File: src/rtl/bt_parser_pkg.sv
// bt_parser_pkg: shared states, ASCII constants and error codes for the button parser.
// Checksum verification is enabled by defining BT_PARSER_CRC_CHECK_EN.
package bt_parser_pkg;
  typedef enum logic [2:0] {IDLE, TYPE, NUM, PRESS, CRC} state_t;
  localparam logic [7:0] START     = 8'h21;
  localparam logic [7:0] TYPE_BTN  = 8'h42;
  localparam logic [7:0] DIGIT_MIN = 8'h31;
  localparam logic [7:0] DIGIT_MAX = 8'h38;
  localparam logic [7:0] REL       = 8'h30;
  localparam logic [7:0] PRS       = 8'h31;
  localparam logic [1:0] ERR_NONE  = 2'd0;
  localparam logic [1:0] ERR_FMT   = 2'd1;
  localparam logic [1:0] ERR_CRC   = 2'd2;
  localparam logic [1:0] ERR_TMO   = 2'd3;
`ifdef BT_PARSER_CRC_CHECK_EN
  localparam bit CRC_EN = 1'b1;
`else
  localparam bit CRC_EN = 1'b0;
`endif
  function automatic logic is_digit(input logic [7:0] b);
    return (b >= DIGIT_MIN) && (b <= DIGIT_MAX);
  endfunction
endpackage

File: src/rtl/bt_idle_timer.sv
// bt_idle_timer: counts clocks since the last byte while a packet is open; strobes on expiry.
module bt_idle_timer #(
  parameter int TIMEOUT_CLKS = 400000
) (
  input  logic clk_i,
  input  logic rst_ni,
  input  logic clear_i,
  input  logic enable_i,
  output logic expire_o
);
  localparam int W = (TIMEOUT_CLKS > 1) ? $clog2(TIMEOUT_CLKS) : 1;
  localparam logic [W-1:0] LAST = W'(TIMEOUT_CLKS - 1);
  logic [W-1:0] cnt_q, cnt_d;
  // a clear in the expiry cycle suppresses the strobe, so an arriving byte wins
  always_comb begin
    expire_o = enable_i && !clear_i && (cnt_q == LAST);
    cnt_d    = (clear_i || expire_o || !enable_i) ? '0 : cnt_q + 1'b1;
  end
  always_ff @(posedge clk_i or negedge rst_ni)
    if (!rst_ni) cnt_q <= '0;
    else         cnt_q <= cnt_d;
endmodule

File: src/rtl/bt_button_parser.sv
// bt_button_parser: frames "!B<n><p><crc>" button packets from the UART byte stream.
// Define BT_PARSER_CRC_CHECK_EN to verify the checksum byte; otherwise it is consumed unchecked.
module bt_button_parser
  import bt_parser_pkg::*;
#(
  parameter int TIMEOUT_CLKS = 400000
) (
  input  logic       i_Clock,
  input  logic       i_Reset_n,
  input  logic       i_RX_DV,
  input  logic [7:0] i_RX_Byte,
  output logic       o_Btn_Valid,
  output logic [3:0] o_Btn_Num,
  output logic       o_Btn_Pressed,
  output logic [7:0] o_Btn_State,
  output logic       o_Err,
  output logic [1:0] o_Err_Code
);
  state_t state_q, state_d;
  logic [7:0] sum_q, sum_d;
  logic [3:0] num_q, num_d;
  logic prs_q, prs_d;
  logic valid_q, valid_d, err_q, err_d, bprs_q, bprs_d;
  logic [1:0] code_q, code_d;
  logic [3:0] bnum_q, bnum_d;
  logic [7:0] bst_q, bst_d;
  logic expire, tmo, fmt_err, crc_done, crc_ok;
  logic [2:0] idx;
  bt_idle_timer #(.TIMEOUT_CLKS(TIMEOUT_CLKS)) u_timer (
    .clk_i    (i_Clock),
    .rst_ni   (i_Reset_n),
    .clear_i  (i_RX_DV || state_q == IDLE),
    .enable_i (state_q != IDLE),
    .expire_o (expire)
  );
  always_ff @(posedge i_Clock or negedge i_Reset_n)
    if (!i_Reset_n) begin
      state_q <= IDLE;
      sum_q   <= '0;
      num_q   <= '0;
      prs_q   <= 1'b0;
    end else begin
      state_q <= state_d;
      sum_q   <= sum_d;
      num_q   <= num_d;
      prs_q   <= prs_d;
    end
  always_comb begin
    state_d  = state_q;
    sum_d    = sum_q;
    num_d    = num_q;
    prs_d    = prs_q;
    fmt_err  = 1'b0;
    crc_done = 1'b0;
    tmo      = 1'b0;
    if (i_RX_DV) begin
      case (state_q)
        IDLE: if (i_RX_Byte == START) begin
          state_d = TYPE;
          sum_d   = START;
        end
        TYPE: if (i_RX_Byte == TYPE_BTN) begin
          state_d = NUM;
          sum_d   = sum_q + i_RX_Byte;
        end else fmt_err = 1'b1;
        NUM: if (is_digit(i_RX_Byte)) begin
          state_d = PRESS;
          sum_d   = sum_q + i_RX_Byte;
          num_d   = i_RX_Byte[3:0];
        end else fmt_err = 1'b1;
        PRESS: if (i_RX_Byte == REL || i_RX_Byte == PRS) begin
          state_d = CRC;
          sum_d   = sum_q + i_RX_Byte;
          prs_d   = i_RX_Byte[0];
        end else fmt_err = 1'b1;
        CRC: begin
          state_d  = IDLE;
          crc_done = 1'b1;
        end
        default: state_d = IDLE;
      endcase
      // a stray '!' mid-packet restarts framing instead of being discarded
      if (fmt_err) begin
        state_d = (i_RX_Byte == START) ? TYPE : IDLE;
        sum_d   = (i_RX_Byte == START) ? START : sum_q;
      end
    end else if (expire) begin
      state_d = IDLE;
      tmo     = 1'b1;
    end
  end
  always_comb begin
    crc_ok  = !CRC_EN || (i_RX_Byte == ~sum_q);
    valid_d = crc_done && crc_ok;
    err_d   = fmt_err || tmo || (crc_done && !crc_ok);
    code_d  = fmt_err ? ERR_FMT : tmo ? ERR_TMO : (crc_done && !crc_ok) ? ERR_CRC : code_q;
    bnum_d  = valid_d ? num_q : bnum_q;
    bprs_d  = valid_d ? prs_q : bprs_q;
    idx     = num_q[2:0] - 3'd1;
    bst_d   = bst_q;
    if (valid_d) bst_d[idx] = prs_q;
  end
  always_ff @(posedge i_Clock or negedge i_Reset_n)
    if (!i_Reset_n) begin
      valid_q <= 1'b0;
      err_q   <= 1'b0;
      code_q  <= ERR_NONE;
      bnum_q  <= '0;
      bprs_q  <= 1'b0;
      bst_q   <= '0;
    end else begin
      valid_q <= valid_d;
      err_q   <= err_d;
      code_q  <= code_d;
      bnum_q  <= bnum_d;
      bprs_q  <= bprs_d;
      bst_q   <= bst_d;
    end
  assign o_Btn_Valid   = valid_q;
  assign o_Err         = err_q;
  assign o_Err_Code    = code_q;
  assign o_Btn_Num     = bnum_q;
  assign o_Btn_Pressed = bprs_q;
  assign o_Btn_State   = bst_q;
endmodule
File: config.mk
export PLATFORM = sky130hd
export DESIGN_NAME = bt_button_parser
export DESIGN_NICKNAME = d
export VERILOG_FILES = /design/src/rtl/bt_parser_pkg.sv /design/src/rtl/bt_idle_timer.sv /design/src/rtl/bt_button_parser.sv
export SDC_FILE = /design/constraint.sdc
export NUM_CORES = 1
export LEC_CHECK = 0
export BUFFER_PORTS_ARGS = -buffer_cell sky130_fd_sc_hd__buf_4
export CORE_UTILIZATION = 35
export DETAILED_ROUTE_END_ITERATION = 7
export PLACE_DENSITY = 0.62
export SETUP_SLACK_MARGIN = 0.2
export SLEW_MARGIN = 20
export SYNTH_ARGS = -nofsm -noshare
export SYNTH_HDL_FRONTEND = slang
export SYNTH_SLANG_ARGS = --single-unit
export TNS_END_PERCENT = 5
File: constraint.sdc
create_clock -name i_Clock -period 1.8 [get_ports i_Clock]
set_input_delay 0.36 -clock i_Clock [delete_from_list [all_inputs] [get_ports i_Clock]]
set_output_delay 0.36 -clock i_Clock [all_outputs]
set_load 0.005 [all_outputs]
* After elaboration in Yosys (flattened, before gate mapping)
Index checks and enable logic that the tools add are counted.
Cells by class: add/sub/neg operators 2, multiply operators 0, divide/modulo/power cells 0, order comparisons 4, eq/ne operators 13, shift-type cells 0, mux-type cells 25, bitwise operators 0, reductions and logical operators 18
Operators by type and width (count):
- $eq 8x6->1 const B | 3
- $mux 3 | 7
- $add 19x1->19 const B | 1
- $eq 19x19->1 const B | 1
- $mux 19 | 1
- $ne 4x4->1 const B | 3
- $pmux 3 s4 | 1
- $mux 1 | 11
- $bwmux 8 | 1
- $eq 8x7->1 const B | 1
- $ge 8x6->1 const B | 1
- $le 8x6->1 const B | 1
- $eq 3x2->1 const B | 2
- $reduce_and 3->1 | 2
- $logic_or 1x1->1 | 5
- $reduce_and 5->1 | 1
- $logic_and 1x1->1 | 4
- $lt 3x4->1 const B | 1
- $mux 2 | 2
- $ne 4x2->1 const B | 1
- $reduce_bool 2->1 | 2
- $demux 1 s3 | 1
- $eq 3x1->1 const B | 1
- $eq 3x3->1 const B | 1
- 6 further kinds | 7
Word-level totals: bits in registers 44, bits in latches 0, bits in writable memories 0, bits in read-only memories 0, bits of input ports 11, logic and storage cells 72, memories 0

* Longest topological paths before layout
depth in word-level cells 9, depth in mapped cells 6, mapped depth without buffers 5

* Hierarchy
Synthesis repeated with hierarchy kept, for this count alone.
Unflattened totals: cell total of the unflattened synthesis 209, area total of the unflattened synthesis 2223.4 um^2
By module, submodules not included:
- bt_button_parser | instances 1, cells an instance 107, area an instance 1249.9 um^2, sequential area each 625.6 um^2
- bt_idle_timer | instances 1, cells an instance 102, area an instance 973.4 um^2, sequential area each 475.5 um^2

* Least setup slack after synthesis
Ideal clock, no wire load.
kind register to register, start point reg u_timer.cnt_q[0], end point reg u_timer.cnt_q[18], setup time 0.078 ns, arrival 1.635 ns, data required time 1.722 ns, slack 0.087 ns, stages on the path, launching flop included 6, buffers on the path 0, period minus slack after synthesis 1.713 ns, cell sequence dfrtp_1 -> ha_1 -> nand3_4 -> or4_4 -> or3_1 -> a21oi_1
On the way: cells in the longest elaborated chain, start to end 5
Ends and longest elaborated chain:
- start, declared | RTL line bt_idle_timer.sv:13 | logic [W-1:0] cnt_q, cnt_d;
- start signal, assigned | RTL line bt_idle_timer.sv:21 | else cnt_q <= cnt_d;
- parallel branches: the longest is 4 deep, another holds $add 19x1->19
- $mux 19 * | RTL line bt_idle_timer.sv:17 | cnt_d = (clear_i || expire_o || !enable_i) ? '0 : cnt_q + 1'b1;
- named net u_timer.cnt_d[18] | RTL line bt_idle_timer.sv:13
Mark *: on every way through the listed nets, which the timed path passes. A chain may end at the register's enable or synchronous reset.

* Final worst setup path
Same ends and word-level chain as after synthesis.

==> run metrics <==
status completed; routability cong. 0.7578; GRT Overall Usage 14.97%; Die Area 0.006386 mm2; power density over cell area 673.0 mW/mm2; LEAKAGE 1.146 nW; layout cell share with drive strength beyond 1 33.19%; Cells after Synth 194; clock skew 9.132 ps; worst path bufs/invs 0; DRT iter0 DRCs 58; final setup fails 0; Port Buffer Count 27; sequential share of the synthesized area 51.83%; VDD IR-drop max 0.0002852 V; max-cap violations 0; Worst Tran Pin Value 535.5 ps; Setup CP Type reg2reg; CP max stage cell or4_4; Initial Utilization 36.10%; total power 0.001793 W; Final Hold Fails 0; worst relative slew slack 64.30%; Achievable Freq 0.5793 GHz; Hold WC Path Type in2async; CTS max path bufs 2; yosys warns 0; Area Growth Syn to Fin 25.38%; Post-DP HPWL 2907 um; DR vias 1,621; CP Data Arrival Time 1960 ps; Ant. Diodes 0; initial antenna violation count 0; Post-synth EDFFs 0; drt drc 0; Final ANT Viol Nets 0; Syn Nets 207; Post-DP Area 0.002457 mm2; CTS clk-pin slew, worst paths 80 ps; pin count of the biggest net entering global routing 45; clock share of power 41.4%; Comb power frac 3.3%; unrepaired setup endpoints after global routing yes; CP cell instances ha_4 -> nand3_4 -> or4_4 -> or3_4 -> a21oi_2; synthesized cell area 0.002125 mm2; Max Slew Vio Count 0; count leader, synth dfrtp_1; cell family with most CP delay simple AND/OR/NAND/NOR gates; fin area 0.002664 mm2; Filler cells 584; async set-reset flop share out of synthesis 100.0%; drt via density 5.179; switching pwr 0.0003670 W; CTS H-tree lvls 2; CTS buffer count 5; num rows 28; period utilization 95.91%; DRT Wirelength 4255 um; sequential cell fraction of total power 55.3%; Mapped Avg Cell Area 10.95 um2; area leader, netlist dfrtp_1; Pre-antenna DRT Iters 4; CP startpoint kind flip-flop; register bit total from synthesis 44; worst-path maximum fanout 3; CP Capture Type flip-flop; DR WL/cell 13.59 um; Yosys cell types 39; DIE HEIGHT 79.91 um; top post-synthesis cells by area dfrtp_1 (52%), mux2_2 (9.0%), xnor2_1 (4.9%); Critical Path RT 2030 ps; ys flop type dfrtp_1; TritonCTS clock tree built; vias in the first global route 1,558; Pint 0.001426 W; CP max stage delay 540 ps; Skew-Pair Late Insertion Delay 290 ps; clock sinks 44; global-route wire length before repair 7389 um; Synth top cells by count dfrtp_1 (44), nor2_1 (22), mux2_2 (17), nand3_1 (13), xnor2_1 (12); I/O pin count 28; Nets 250; GRT overflow 0; sw frac 20.47%; Core Area 0.005886 mm2; Synth top area share 51.83%; clock root buffer clkbuf_8; die width 79.91 um; min cycle time layout 1726 ps
## state kept, by name, summed over array words and instances (netlist names)
register / cells
o_Btn_Valid: 1
o_Btn_Pressed: 1
state_q: 3
o_Err: 1
prs_q: 1
o_Btn_State: 8
o_Btn_Num: 4
u_timer.cnt_q: 19
o_Err_Code: 2
num_q: 4
## path summary, 6_finish.rpt
kind                            cells past startpoint  slack [ps]           endpoint              from
worst min-delay path                                1          50        o_Btn_Valid         i_Reset_n
worst min register to register                      1         480      o_Err_Code[0]     o_Err_Code[0]
worst max register to register                      5          70  u_timer.cnt_q[18]  u_timer.cnt_q[0]
worst max-delay path                                5          70  u_timer.cnt_q[18]  u_timer.cnt_q[0]
max in group asynchronous                           1        1390  u_timer.cnt_q[10]         i_Reset_n
min in group i_Clock                                2         330           num_q[2]      i_RX_Byte[2]
## per-stage QoR
step	util (%)	hold WS, ps	instances	setup slack, ps	setup TNS [ps]
detailed placement	41.75	395.1	297	-17.50	-51.46
finish	45.26	46.66	313	73.68	0
global route	45.26	85.33	313	-15.13	-15.13
CTS	43.84	65.95	307	71.58	0
floorplan	-	64.41	194	143.1	0
global placement	41.75	390.8	297	30.99	0
## cell usage in the layout, fill, tap and decap left out, types with 2 or more instances in the layout
cell type and n:
nor3_1 9, o21a_1 2, mux2i_1 2, nand4_1 6
xor2_1 4, clkbuf_8 5, o21ai_0 4, buf_4 41
nand2b_1 3, nand3_1 13, xnor2_1 12, nor4b_1 4
a21oi_1 2, nor2_1 22, dfrtp_1 44, nor4_1 5
nand2_1 6, mux2_2 17, inv_1 8
## timing repair
action / CTS / global route
buffers inserted: 2 / 6
setup endpoints to repair: 14 / 35
hold buffers: 0 / 0
resized for setup: 0 / 9
pin swaps: 1 / 4
## final cells by class
cell class	count	area, um2	share of cell area (%)
clock inverter	2	35.03	1.315
tap	75	93.84	3.523
clock buffer	6	72.57	2.724
multi-input combinational	137	1023	38.42
timing repair buffer	41	307.8	11.55
sequential	44	1101	41.33
inverter	8	30.03	1.127
## routing by layer
layer  wire length [um]  track usage, %  part of all wire [%]  vias to the layer above
li1                   -               -                     -                      786
met1               1913           18.99                    45                      780
met2               2062           24.27                    48                       49
met3                216           4.343                   5.1                        6
met4                 63           5.000                   1.5                        0
met5                  0               0                     0                        -
## power by group through the flow
stage,registers (W),logic (W),clock network [W]
finish,0.000991,0.0000601,0.000742
global route,0.000992,0.0000685,0.000825
CTS,0.000991,0.0000613,0.000771
detailed placement,0.00101,0.0000615,0
global placement,0.00101,0.0000608,0
floorplan,0.00101,0.0000105,0
## cell families after synthesis
logic type | Yosys count | share of synthesized area [%]
AO/OA/AOI/OAI | 14 | 3.945
XOR/XNOR | 16 | 6.596
adder cells (fa/ha/maj) | 2 | 1.178
buffers and inverters | 13 | 2.415
flip-flops | 44 | 51.83
multiplexers | 19 | 9.953
AND/OR/NAND/NOR | 86 | 24.09
## worst register-to-register path, delay by kind of cell (launching register included)
| kind | cells | cell delay, ps |
|---|---|---|
| AOI/OAI and AO/OA | 1 | 110 |
| adders and majority gates | 1 | 180 |
| DFF | 1 | 420 |
| and+or+nand+nor | 3 | 960 |
Power figures use the tool's default switching activity.
